**src/rtl/pass_sched.sv**
```systemverilog
// Iteration/pass scheduler: sequences forward-0, forward-1 and backward phases per iteration.
// Optional per-phase watchdog is enabled with the PASS_SCHED_WDOG_EN macro.
module pass_sched (
   input  logic       clk_i,
   input  logic       rst_i,
   input  logic       en_i,
   input  logic       start_i,
   input  logic       abort_i,
   input  logic [3:0] iter_cnt_i,
   input  logic       f0_done_i,
   input  logic       f1_done_i,
   input  logic       b_done_i,
   output logic       f0_pass_o,
   output logic       f1_pass_o,
   output logic       b_pass_o,
   output logic       busy_o,
   output logic       done_o,
   output logic       err_o,
   output logic [3:0] iter_o
);

   typedef enum logic [2:0] {
      S_IDLE = 3'd0,
      S_F0   = 3'd1,
      S_F1   = 3'd2,
      S_BWD  = 3'd3,
      S_DONE = 3'd4,
      S_ERR  = 3'd5
   } state_t;

   state_t     r_state;
   logic [3:0] r_iter;
   logic [3:0] r_cnt;
   logic       w_start_ok;
   logic       w_wdog_expire;

   assign w_start_ok = start_i && (iter_cnt_i != 4'd0);

`ifdef PASS_SCHED_WDOG_EN
   logic [7:0] r_wdog;
   logic       w_in_phase;
   logic       w_phase_done;

   assign w_in_phase   = (r_state == S_F0) || (r_state == S_F1) || (r_state == S_BWD);
   assign w_phase_done = ((r_state == S_F0)  && f0_done_i) ||
                         ((r_state == S_F1)  && f1_done_i) ||
                         ((r_state == S_BWD) && b_done_i);
   // The enabled cycle that would take the count to 255 is the last chance for a done strobe.
   assign w_wdog_expire = w_in_phase && (r_wdog == 8'd254);

   always_ff @(posedge clk_i or negedge rst_i) begin
      if (!rst_i) begin
         r_wdog <= 8'd0;
      end else if (en_i) begin
         if (!abort_i && w_in_phase && !w_phase_done && !w_wdog_expire)
            r_wdog <= r_wdog + 8'd1;
         else
            r_wdog <= 8'd0;
      end
   end
`else
   assign w_wdog_expire = 1'b0;
`endif

   always_ff @(posedge clk_i or negedge rst_i) begin
      if (!rst_i) begin
         r_state <= S_IDLE;
         r_iter  <= 4'd0;
         r_cnt   <= 4'd0;
      end else if (en_i) begin
         if (abort_i) begin
            r_state <= S_IDLE;
            r_iter  <= 4'd0;
         end else begin
            case (r_state)
               S_IDLE, S_ERR: begin
                  if (w_start_ok) begin
                     r_state <= S_F0;
                     r_cnt   <= iter_cnt_i;
                     r_iter  <= 4'd0;
                  end
               end
               S_F0: begin
                  if (f0_done_i)          r_state <= S_F1;
                  else if (w_wdog_expire) r_state <= S_ERR;
               end
               S_F1: begin
                  if (f1_done_i)          r_state <= S_BWD;
                  else if (w_wdog_expire) r_state <= S_ERR;
               end
               S_BWD: begin
                  if (b_done_i) begin
                     if (r_iter == r_cnt - 4'd1) begin
                        r_state <= S_DONE;
                     end else begin
                        r_iter  <= r_iter + 4'd1;
                        r_state <= S_F0;
                     end
                  end else if (w_wdog_expire) begin
                     r_state <= S_ERR;
                  end
               end
               S_DONE:  r_state <= S_IDLE;
               default: r_state <= S_IDLE;
            endcase
         end
      end
   end

   // Moore decode: every output is a function of registered state only.
   assign f0_pass_o = (r_state == S_F0);
   assign f1_pass_o = (r_state == S_F1);
   assign b_pass_o  = (r_state == S_BWD);
   assign busy_o    = f0_pass_o || f1_pass_o || b_pass_o;
   assign done_o    = (r_state == S_DONE);
   assign iter_o    = r_iter;
`ifdef PASS_SCHED_WDOG_EN
   assign err_o     = (r_state == S_ERR);
`else
   assign err_o     = 1'b0;
`endif

endmodule

```
**config.mk**
```make
export PLATFORM = sky130hd
export DESIGN_NAME = pass_sched
export DESIGN_NICKNAME = d
export VERILOG_FILES = /design/src/rtl/pass_sched.sv
export SDC_FILE = /design/constraint.sdc
export NUM_CORES = 1
export LEC_CHECK = 0
export CAP_MARGIN = 40
export CORE_MARGIN = 3
export CORE_UTILIZATION = 35
export CTS_CLUSTER_DIAMETER = 40
export CTS_CLUSTER_SIZE = 16
export DETAILED_ROUTE_END_ITERATION = 7
export PLACE_DENSITY = 0.61
export SLEW_MARGIN = 10
export SYNTH_ARGS = -nofsm -noshare
export SYNTH_HDL_FRONTEND = slang
export SYNTH_SLANG_ARGS = --single-unit
```
**constraint.sdc**
```tcl
create_clock -name clk_i -period 2.5 [get_ports clk_i]
set_clock_uncertainty 0.05 [all_clocks]
set_input_delay 0.5 -clock clk_i [delete_from_list [all_inputs] [get_ports clk_i]]
set_output_delay 0.5 -clock clk_i [all_outputs]
set_load 0.02 [all_outputs]
```
# == Yosys cells after proc, flatten, opt, wreduce, memory -nomap -nowiden ==
# Cells that the tools add are included.
# totals
word_cells,39
memories,0
ramBits,0
output_inout_bits,10
latchBits,0
input_bits,12
romBits,0
register_bits,11
# classes
n_reduce_logical,10
shifts,0
bitwise_logic,1
magnitude_cmp,0
mux,12
div,0
n_addsub,2
multipliers,0
eq_ne,11
# ops
cell,n
$mux W3,6
$mux W4,4
$ne A3 B3 Y1 const B,5
$pmux W3 S4,1
$reduce_and A5 Y1,2
$pmux W4 S2,1
$eq A3 B2 Y1 const B,2
$eq A3 B3 Y1 const B,2
$add A4 B1 Y4 const B,1
$eq A4 B4 Y1,1
$reduce_and A4 Y1,1
$reduce_bool A4 Y1,1
$sub A4 B1 Y4 const B,1
$eq A3 B1 Y1 const B,1
$logic_not A3 Y1,1
$reduce_bool A3 Y1,1
$logic_or A1 B1 Y1,2
$reduce_or A2 Y1,1
$logic_and A1 B1 Y1,1
$not A1 Y1,1

# == Depth between registers and ports, before layout ==
# Gate-level depths: netlist (run 1).
# logic_depth
ltp_word,6
depth_mapped,7
ltp_nobuf,7

# == Worst setup path after synthesis (run 1) ==
# No wires, ideal clock.
# synth_path
path_type,input to register
start,input port iter_cnt_i[1]
end,register r_state[2]
path_stages,4
path_buffers,0
t_arrival_ns,1.600
setup_time_ns,0.125
t_required_ns,2.325
slack_ns,0.726
cell_sequence,o41ai_4 > a2bb2oi_1 > o21ai_0 > mux2_2
# synth_between
elab_chain_len,4
# synth_rtl
item,line,rtl
from (decl),9,"input logic [3:0] iter_cnt_i,"
$reduce_bool A4 Y1,37,assign w_start_ok = start_i && (iter_cnt_i != 4'd0);
$logic_and A1 B1 Y1,37,
$ne A3 B3 Y1 (no source line),--,
$reduce_and A5 Y1 (no source line),--,
to (signal assigned),67,r_state <= S_IDLE;
to (signal assigned),72,r_state <= S_IDLE;
to (signal assigned),78,r_state <= S_F0;
to (decl),31,state_t r_state;
# Every way passes these cells.
# A chain may end at the register's enable or synchronous reset.

# == Worst setup path in the final report (run 1) ==
# layout_path
start,register r_state[0]
end,output port f0_pass_o
# layout_between
elab_chain_len,1
# layout_rtl
item,line,rtl
$eq A3 B1 Y1,111,assign f0_pass_o = (r_state == S_F0);
to (decl),13,"output logic f0_pass_o,"
# Every way passes these cells.

==> results.json, run 1 <==
{
  "status": "completed",
  "async_reset_ff_frac": 1.000,
  "synth_edf_count": 0,
  "p_per_area_nw_per_um2": 539.7,
  "die_h_um": 55.23,
  "ir_drop_mv": 0.2732,
  "endpoint_kind": "primary output",
  "arrival_ns": 1.77,
  "fin_nets": 126,
  "cts_tree": "built",
  "hold_viol_final": 0,
  "crit_cells": 2,
  "cts.sinks": 11,
  "synth.top_cell.area_share": 0.3245,
  "dieArea_um2": 3050,
  "postLayoutCellArea_um2": 1106,
  "drcViolationCount": 0,
  "gp_congestion": 0.8365,
  "hold_buffers": 0,
  "critPathMaxFanout": 9,
  "clock.fmax_mhz": 430.2,
  "antenna_found_initial": 0,
  "synthTopCellsByArea": "dfrtp_1 (32%), mux2_2 (5.3%), mux2i_1 (3.5%), nand2_1 (3.5%), o41ai_4 (3.2%)",
  "cts_made_buffers": 3,
  "io_pins": 22,
  "vias": 725,
  "netlist-cell-type-count": 39,
  "die_w_um": 55.23,
  "worstSetupStartpointType": "flip-flop",
  "first_pass_iters": 2,
  "dpl.cell_count": 135,
  "port_buffers": 20,
  "period_share": 0.9299,
  "routed_wl_um": 2083,
  "crit_path_top_delay_cell": "clkdlybuf4s50_1",
  "syn_inst": 88,
  "critPathCapture": "f0_pass_o",
  "dp_hpwl_um": 1635,
  "crit_family": "buffers and inverters",
  "yosys-top-cells-count": "dfrtp_1 (11), nand2_1 (8), nor2_1 (7), inv_1 (5), o21ai_0 (5)",
  "slowest_delay_ns": 0.66,
  "postSynthAreaPerCell_um2": 9.640,
  "slew_headroom": 0.6161,
  "power_mw": 0.5970,
  "synth-main-ff-cell": "dfrtp_1",
  "rrSetupSlack_ns": 0.55,
  "grt_overflow_total": 0,
  "placement_rows": 17,
  "p_leak_nw": 0.4871,
  "reg2reg_depth": 7,
  "synth-seq-area-share": 0.3245,
  "cts_setup_buffers": 0,
  "period_minus_slack_ns": 2.325,
  "core_area_um2": 2255,
  "yosys_warnings": 0,
  "path_cells": "nor3b_1, clkdlybuf4s50_1",
  "cp_num_buf_inv": 1,
  "wl_per_cell_um": 14.99,
  "antenna_left": 0,
  "netlist_area_um2": 848.3,
  "grt_max_degree": 12,
  "drive_above_1_share": 0.1532,
  "tns_ns": 0,
  "post_dp_cell_area_um2": 1080,
  "clkTransAtPathRegs_ns": 0.08,
  "rsz0062_at_grt": "no",
  "r2r_start": "r_cnt[0]$_DFFE_PN0P_",
  "stdcell_count": 139,
  "vias_per_cell": 5.216,
  "setup_viol": 0,
  "grt_pass1_vias": 808,
  "grt_pass1_wl_um": 3677,
  "min_path_type": "reg2reg",
  "post-route-util": 0.4906,
  "n_antenna_cell": 0,
  "syn_nets": 102,
  "synth.most_common_cell": "dfrtp_1",
  "cts_root_buffer": "clkbuf_4",
  "grt_usage": 0.1509,
  "maxCapViolCount": 0,
  "syn_to_final_growth_pct": 30.38,
  "finalMaxSlewViolations": 0,
  "htree_levels": 1,
  "cp.required_ns": 1.95,
  "start_util": 0.3762,
  "drtIter0Drc": 5,
  "synth_top_area_cell": "dfrtp_1",
  "clock_latency_ns": 0.27,
  "crit_start": "r_state[0]$_DFFE_PN0P_",
  "ys_ff_latch": 11,
  "cts_resized": 0,
  "clk_path_buf_depth": 2,
  "worst_slew_pin_slew_ns": 0.5740,
  "worstSetupPathType": "reg2out",
  "timing.rr.end": "iter_o[2]$_DFFE_PN0P_"
}
## metrics by stage
step           hold WS (ns)  setup slack (ns)
2_1_floorplan        0.1544            0.7258
3_3_place_gp         0.4939            0.1740
3_5_place_dp         0.5024            0.1006
4_1_cts              0.5213            0.1529
5_1_grt              0.5330           0.09269
6_report             0.5188            0.1753
## worst reg2reg max path: stages, from the launching register on
cell	delay (ns)
dfrtp_1	0.40
inv_1	0.08
ha_1	0.21
xor3_1	0.35
nor3_2	0.27
nand3_1	0.17
nand4_1	0.16
mux2i_1	0.18
## layout make-up
type	count	area (µm²)
flip-flops and latches	11	275.3
well taps	28	35.03
clock buffers	4	26.28
multi-input cells	67	520.5
fillers	228	1149
inverters	5	18.77
repair buffers	24	230.2
## flip-flops by register name, indices dropped and copies added (netlist names)
signal   count
iter_o       4
r_cnt        4
r_state      3
## placed cells by master, fill, tap and decap left out, types with 2 or more instances in the layout
cell type        instances
xnor2_1                  3
mux2i_1                  3
nand2b_1                 2
mux2_2                   4
nor2b_1                  2
nand3_1                  2
buf_4                    4
nand4_1                  2
and2_1                   2
a21oi_1                  3
nor3b_1                  2
dfrtp_1                 11
o21ai_0                  5
clkdlybuf4s50_1         20
ha_1                     2
inv_1                    5
nand2_1                  8
clkbuf_4                 3
nor2_1                   7
## how the worst min path moves through the flow
stage / end / start / cells past startpoint
finish: r_cnt[2]$_DFFE_PN0P_ / r_cnt[2]$_DFFE_PN0P_ / 1
global route: r_cnt[2]$_DFFE_PN0P_ / r_cnt[2]$_DFFE_PN0P_ / 1
CTS: r_cnt[2]$_DFFE_PN0P_ / r_cnt[2]$_DFFE_PN0P_ / 1
detailed placement: r_cnt[2]$_DFFE_PN0P_ / r_cnt[2]$_DFFE_PN0P_ / 1
global placement: r_cnt[2]$_DFFE_PN0P_ / r_cnt[2]$_DFFE_PN0P_ / 1
floorplan: iter_o[0]$_DFFE_PN0P_ / rst_i / 0
## power by group
group	total [mW]	switching, mW	internal, mW
Clock	0.132	0.0703	0.0618
Sequential	0.228	0.0269	0.201
Combinational	0.236	0.118	0.119
## routing by layer
metal | track usage | vias to the layer above | wire [µm]
met5 | 0 | - | 0
met4 | 0.05556 | 0 | 13
met3 | 0.03972 | 2 | 74
met2 | 0.2669 | 9 | 1098
met1 | 0.1725 | 361 | 896
li1 | - | 353 | -
## cells by family after synthesis
logic type	Yosys count	share of synthesized area
simple gates	34	0.2375
compound gates	17	0.1652
flops	11	0.3245
buf+inv	10	0.06195
mux	7	0.08849
xor+xnor	6	0.08851
fa+ha+maj	2	0.02949
other cells	1	0.004421
Power figures use the tool's default switching activity.
==> run 2, diff against run 1 <==
--- a/config.mk
+++ b/config.mk
@@ -5,13 +5,14 @@
 export SDC_FILE = /design/constraint.sdc
 export NUM_CORES = 1
 export LEC_CHECK = 0
+export ABC_AREA = 1
 export CAP_MARGIN = 40
 export CORE_MARGIN = 3
 export CORE_UTILIZATION = 35
 export CTS_CLUSTER_DIAMETER = 40
 export CTS_CLUSTER_SIZE = 16
 export DETAILED_ROUTE_END_ITERATION = 7
-export PLACE_DENSITY = 0.61
+export PLACE_DENSITY = 0.6
 export SLEW_MARGIN = 10
 export SYNTH_ARGS = -nofsm -noshare
 export SYNTH_HDL_FRONTEND = slang
==> results.json, run 2 <==
{
  "status": "completed",
  "synth-simple-area-share": 0.4724,
  "period_minus_slack_ns": 2.276,
  "synth_top_area_cell": "dfrtp_1",
  "dieArea_um2": 3167,
  "antenna_found_initial": 0,
  "period_share": 0.9105,
  "cp.required_ns": 1.95,
  "vias": 846,
  "wl_per_cell_um": 10.26,
  "hold_viol_final": 0,
  "worstSetupStartpointType": "flip-flop",
  "grt_pass1_wl_um": 3498,
  "synth_compound_area_frac": 0.05658,
  "synth_edf_count": 0,
  "clock_latency_ns": 0.27,
  "vias_per_cell": 4.500,
  "grt_overflow_total": 0,
  "finalMaxSlewViolations": 0,
  "port_buffers": 20,
  "fin_nets": 175,
  "maxCapViolCount": 0,
  "ys_ff_latch": 11,
  "cts_made_buffers": 3,
  "dp_hpwl_um": 1562,
  "p_per_area_nw_per_um2": 811.0,
  "synth.most_common_cell": "nand2_1",
  "netlist_area_um2": 884.6,
  "final_common_cell": "nand2_1",
  "syn_inst": 138,
  "drcViolationCount": 0,
  "cts.sinks": 11,
  "post_dp_cell_area_um2": 1097,
  "cts_setup_buffers": 0,
  "muxShareOfSynthArea": 0,
  "yosys_warnings": 0,
  "min_path_type": "in2async",
  "worst_slew_pin_slew_ns": 0.5206,
  "first_pass_iters": 4,
  "final_cell_mix": "nand2_1 (51), clkdlybuf4s50_1 (20), inv_1 (18)",
  "worstSetupPathType": "reg2out",
  "tns_ns": 0,
  "grt_usage": 0.1387,
  "gp_congestion": 0.7839,
  "synth-main-ff-cell": "dfrtp_1",
  "cts_tree": "built",
  "clock.fmax_mhz": 439.3,
  "synth_xor_area_frac": 0.009901,
  "clkTransAtPathRegs_ns": 0.07,
  "n_antenna_cell": 0,
  "ir_drop_mv": 0.6037,
  "arrival_ns": 1.73,
  "slew_headroom": 0.6519,
  "cts_root_buffer": "clkbuf_4",
  "netlist-cell-type-count": 20,
  "endpoint_kind": "primary output",
  "die_h_um": 56.28,
  "die_w_um": 56.28,
  "synth-seq-area-share": 0.3112,
  "p_leak_nw": 0.5409,
  "setup_viol": 0,
  "synth_fa_ha_area_frac": 0.02829,
  "hold_buffers": 0,
  "synthTopCellsByArea": "dfrtp_1 (31%), nand2_1 (22%), inv_1 (7.6%), nand3_1 (7.4%), nor2_1 (6.4%)",
  "rsz0062_at_grt": "no",
  "postLayoutCellArea_um2": 1124,
  "postSynthAreaPerCell_um2": 6.410,
  "start_util": 0.3851,
  "critPathMaxFanout": 8,
  "grt_max_degree": 12,
  "antenna_left": 0,
  "clk_path_buf_depth": 2,
  "grt_pass1_vias": 811,
  "drive_above_1_share": 0.08750,
  "core_area_um2": 2297,
  "async_reset_ff_frac": 1.000,
  "routed_wl_um": 1929,
  "syn_nets": 152,
  "cts_resized": 0,
  "io_pins": 22,
  "htree_levels": 1,
  "synth.top_cell.area_share": 0.3112,
  "synth_top_family_by_area": "simple AND/OR/NAND/NOR gates",
  "drtIter0Drc": 32,
  "placement_rows": 17,
  "yosys-top-cells-count": "nand2_1 (51), inv_1 (18), nor2_1 (15), nand3_1 (13), dfrtp_1 (11)",
  "syn_to_final_growth_pct": 27.02
}
-- run 2: changes by cell type in the layout (fill, tap and decap cells not counted), moves of 4 or more --
cell	before	now
inv_1	5	18
mux2_2	4	0
nand2_1	8	51
nand3_1	2	13
nor2_1	7	15
-- run 2: path summary, 6_finish.rpt --
kind	start	to	slack, ns	cells past startpoint
worst max-delay path	r_state[2]$_DFFE_PN0P_	done_o	0.22	3
worst min-delay path	rst_i	r_cnt[3]$_DFFE_PN0P_	0.52	1
worst max register to register	r_cnt[0]$_DFFE_PN0P_	iter_o[2]$_DFFE_PN0P_	0.85	10
worst min register to register	r_cnt[1]$_DFFE_PN0P_	r_cnt[1]$_DFFE_PN0P_	0.53	2
max in group asynchronous	rst_i	r_cnt[2]$_DFFE_PN0P_	1.53	1
min in group clk_i	r_cnt[1]$_DFFE_PN0P_	r_cnt[1]$_DFFE_PN0P_	0.53	2
-- run 2: routing by layer --
layer,track usage,vias up,share of wire
li1,-,468,-
met1,0.1935,359,0.52
met2,0.1987,17,0.42
met3,0.02299,2,0.041
met4,0.08136,0,0.016
met5,0,-,0
-- run 2: cell families (layout without fill, tap and decap cells) --
| logic type | after synthesis | after routing |
|---|---|---|
| xor+xnor | 1 | 1 |
| compound gates | 9 | 9 |
| flops | 11 | 11 |
| simple gates | 92 | 92 |
| fa+ha+maj | 2 | 2 |
| buf+inv | 22 | 44 |
| other cells | 1 | 1 |
-- run 2: critical path: stages, from the launching register on --
cell             delay, ns
dfrtp_1               0.52
inv_1                 0.13
nor3_1                0.17
clkdlybuf4s50_1       0.64
-- run 2: cell type report --
| class | instances | area, µm² |
|---|---|---|
| Tap cell | 28 | 35.03 |
| Multi-Input combinational cell | 105 | 505.5 |
| Inverter | 19 | 73.82 |
| Timing Repair Buffer | 21 | 207.7 |
| Sequential cell | 11 | 275.3 |
| Fill cell | 249 | 1174 |
| Clock buffer | 4 | 26.28 |
-- run 2: stage by stage --
step	instances	total power [mW]	hold WS [ns]	worst slack, ns	util
2_1_floorplan	138	0.6460	0.1544	0.9878	-
3_3_place_gp	184	0.7885	0.5246	0.4904	0.4777
3_5_place_dp	184	0.7951	0.5175	0.4706	0.4777
4_1_cts	188	0.9258	0.5343	0.2109	0.4891
5_1_grt	188	1.014	0.5625	0.08053	0.4891
6_report	188	0.9112	0.5242	0.2237	0.4891
-- run 2: report_power, final --
group | switching (mW) | internal, mW
registers | 0.0450 | 0.225
logic | 0.323 | 0.195
clock network | 0.0608 | 0.0617
==> run 3, diff against run 2 <==
--- a/config.mk
+++ b/config.mk
@@ -13,6 +13,7 @@
 export CTS_CLUSTER_SIZE = 16
 export DETAILED_ROUTE_END_ITERATION = 7
 export PLACE_DENSITY = 0.6
+export SKIP_LAST_GASP = 1
 export SLEW_MARGIN = 10
 export SYNTH_ARGS = -nofsm -noshare
 export SYNTH_HDL_FRONTEND = slang
==> results of run 3 <==
No change in the layout: final DEF, timing and power equal those of run 2.
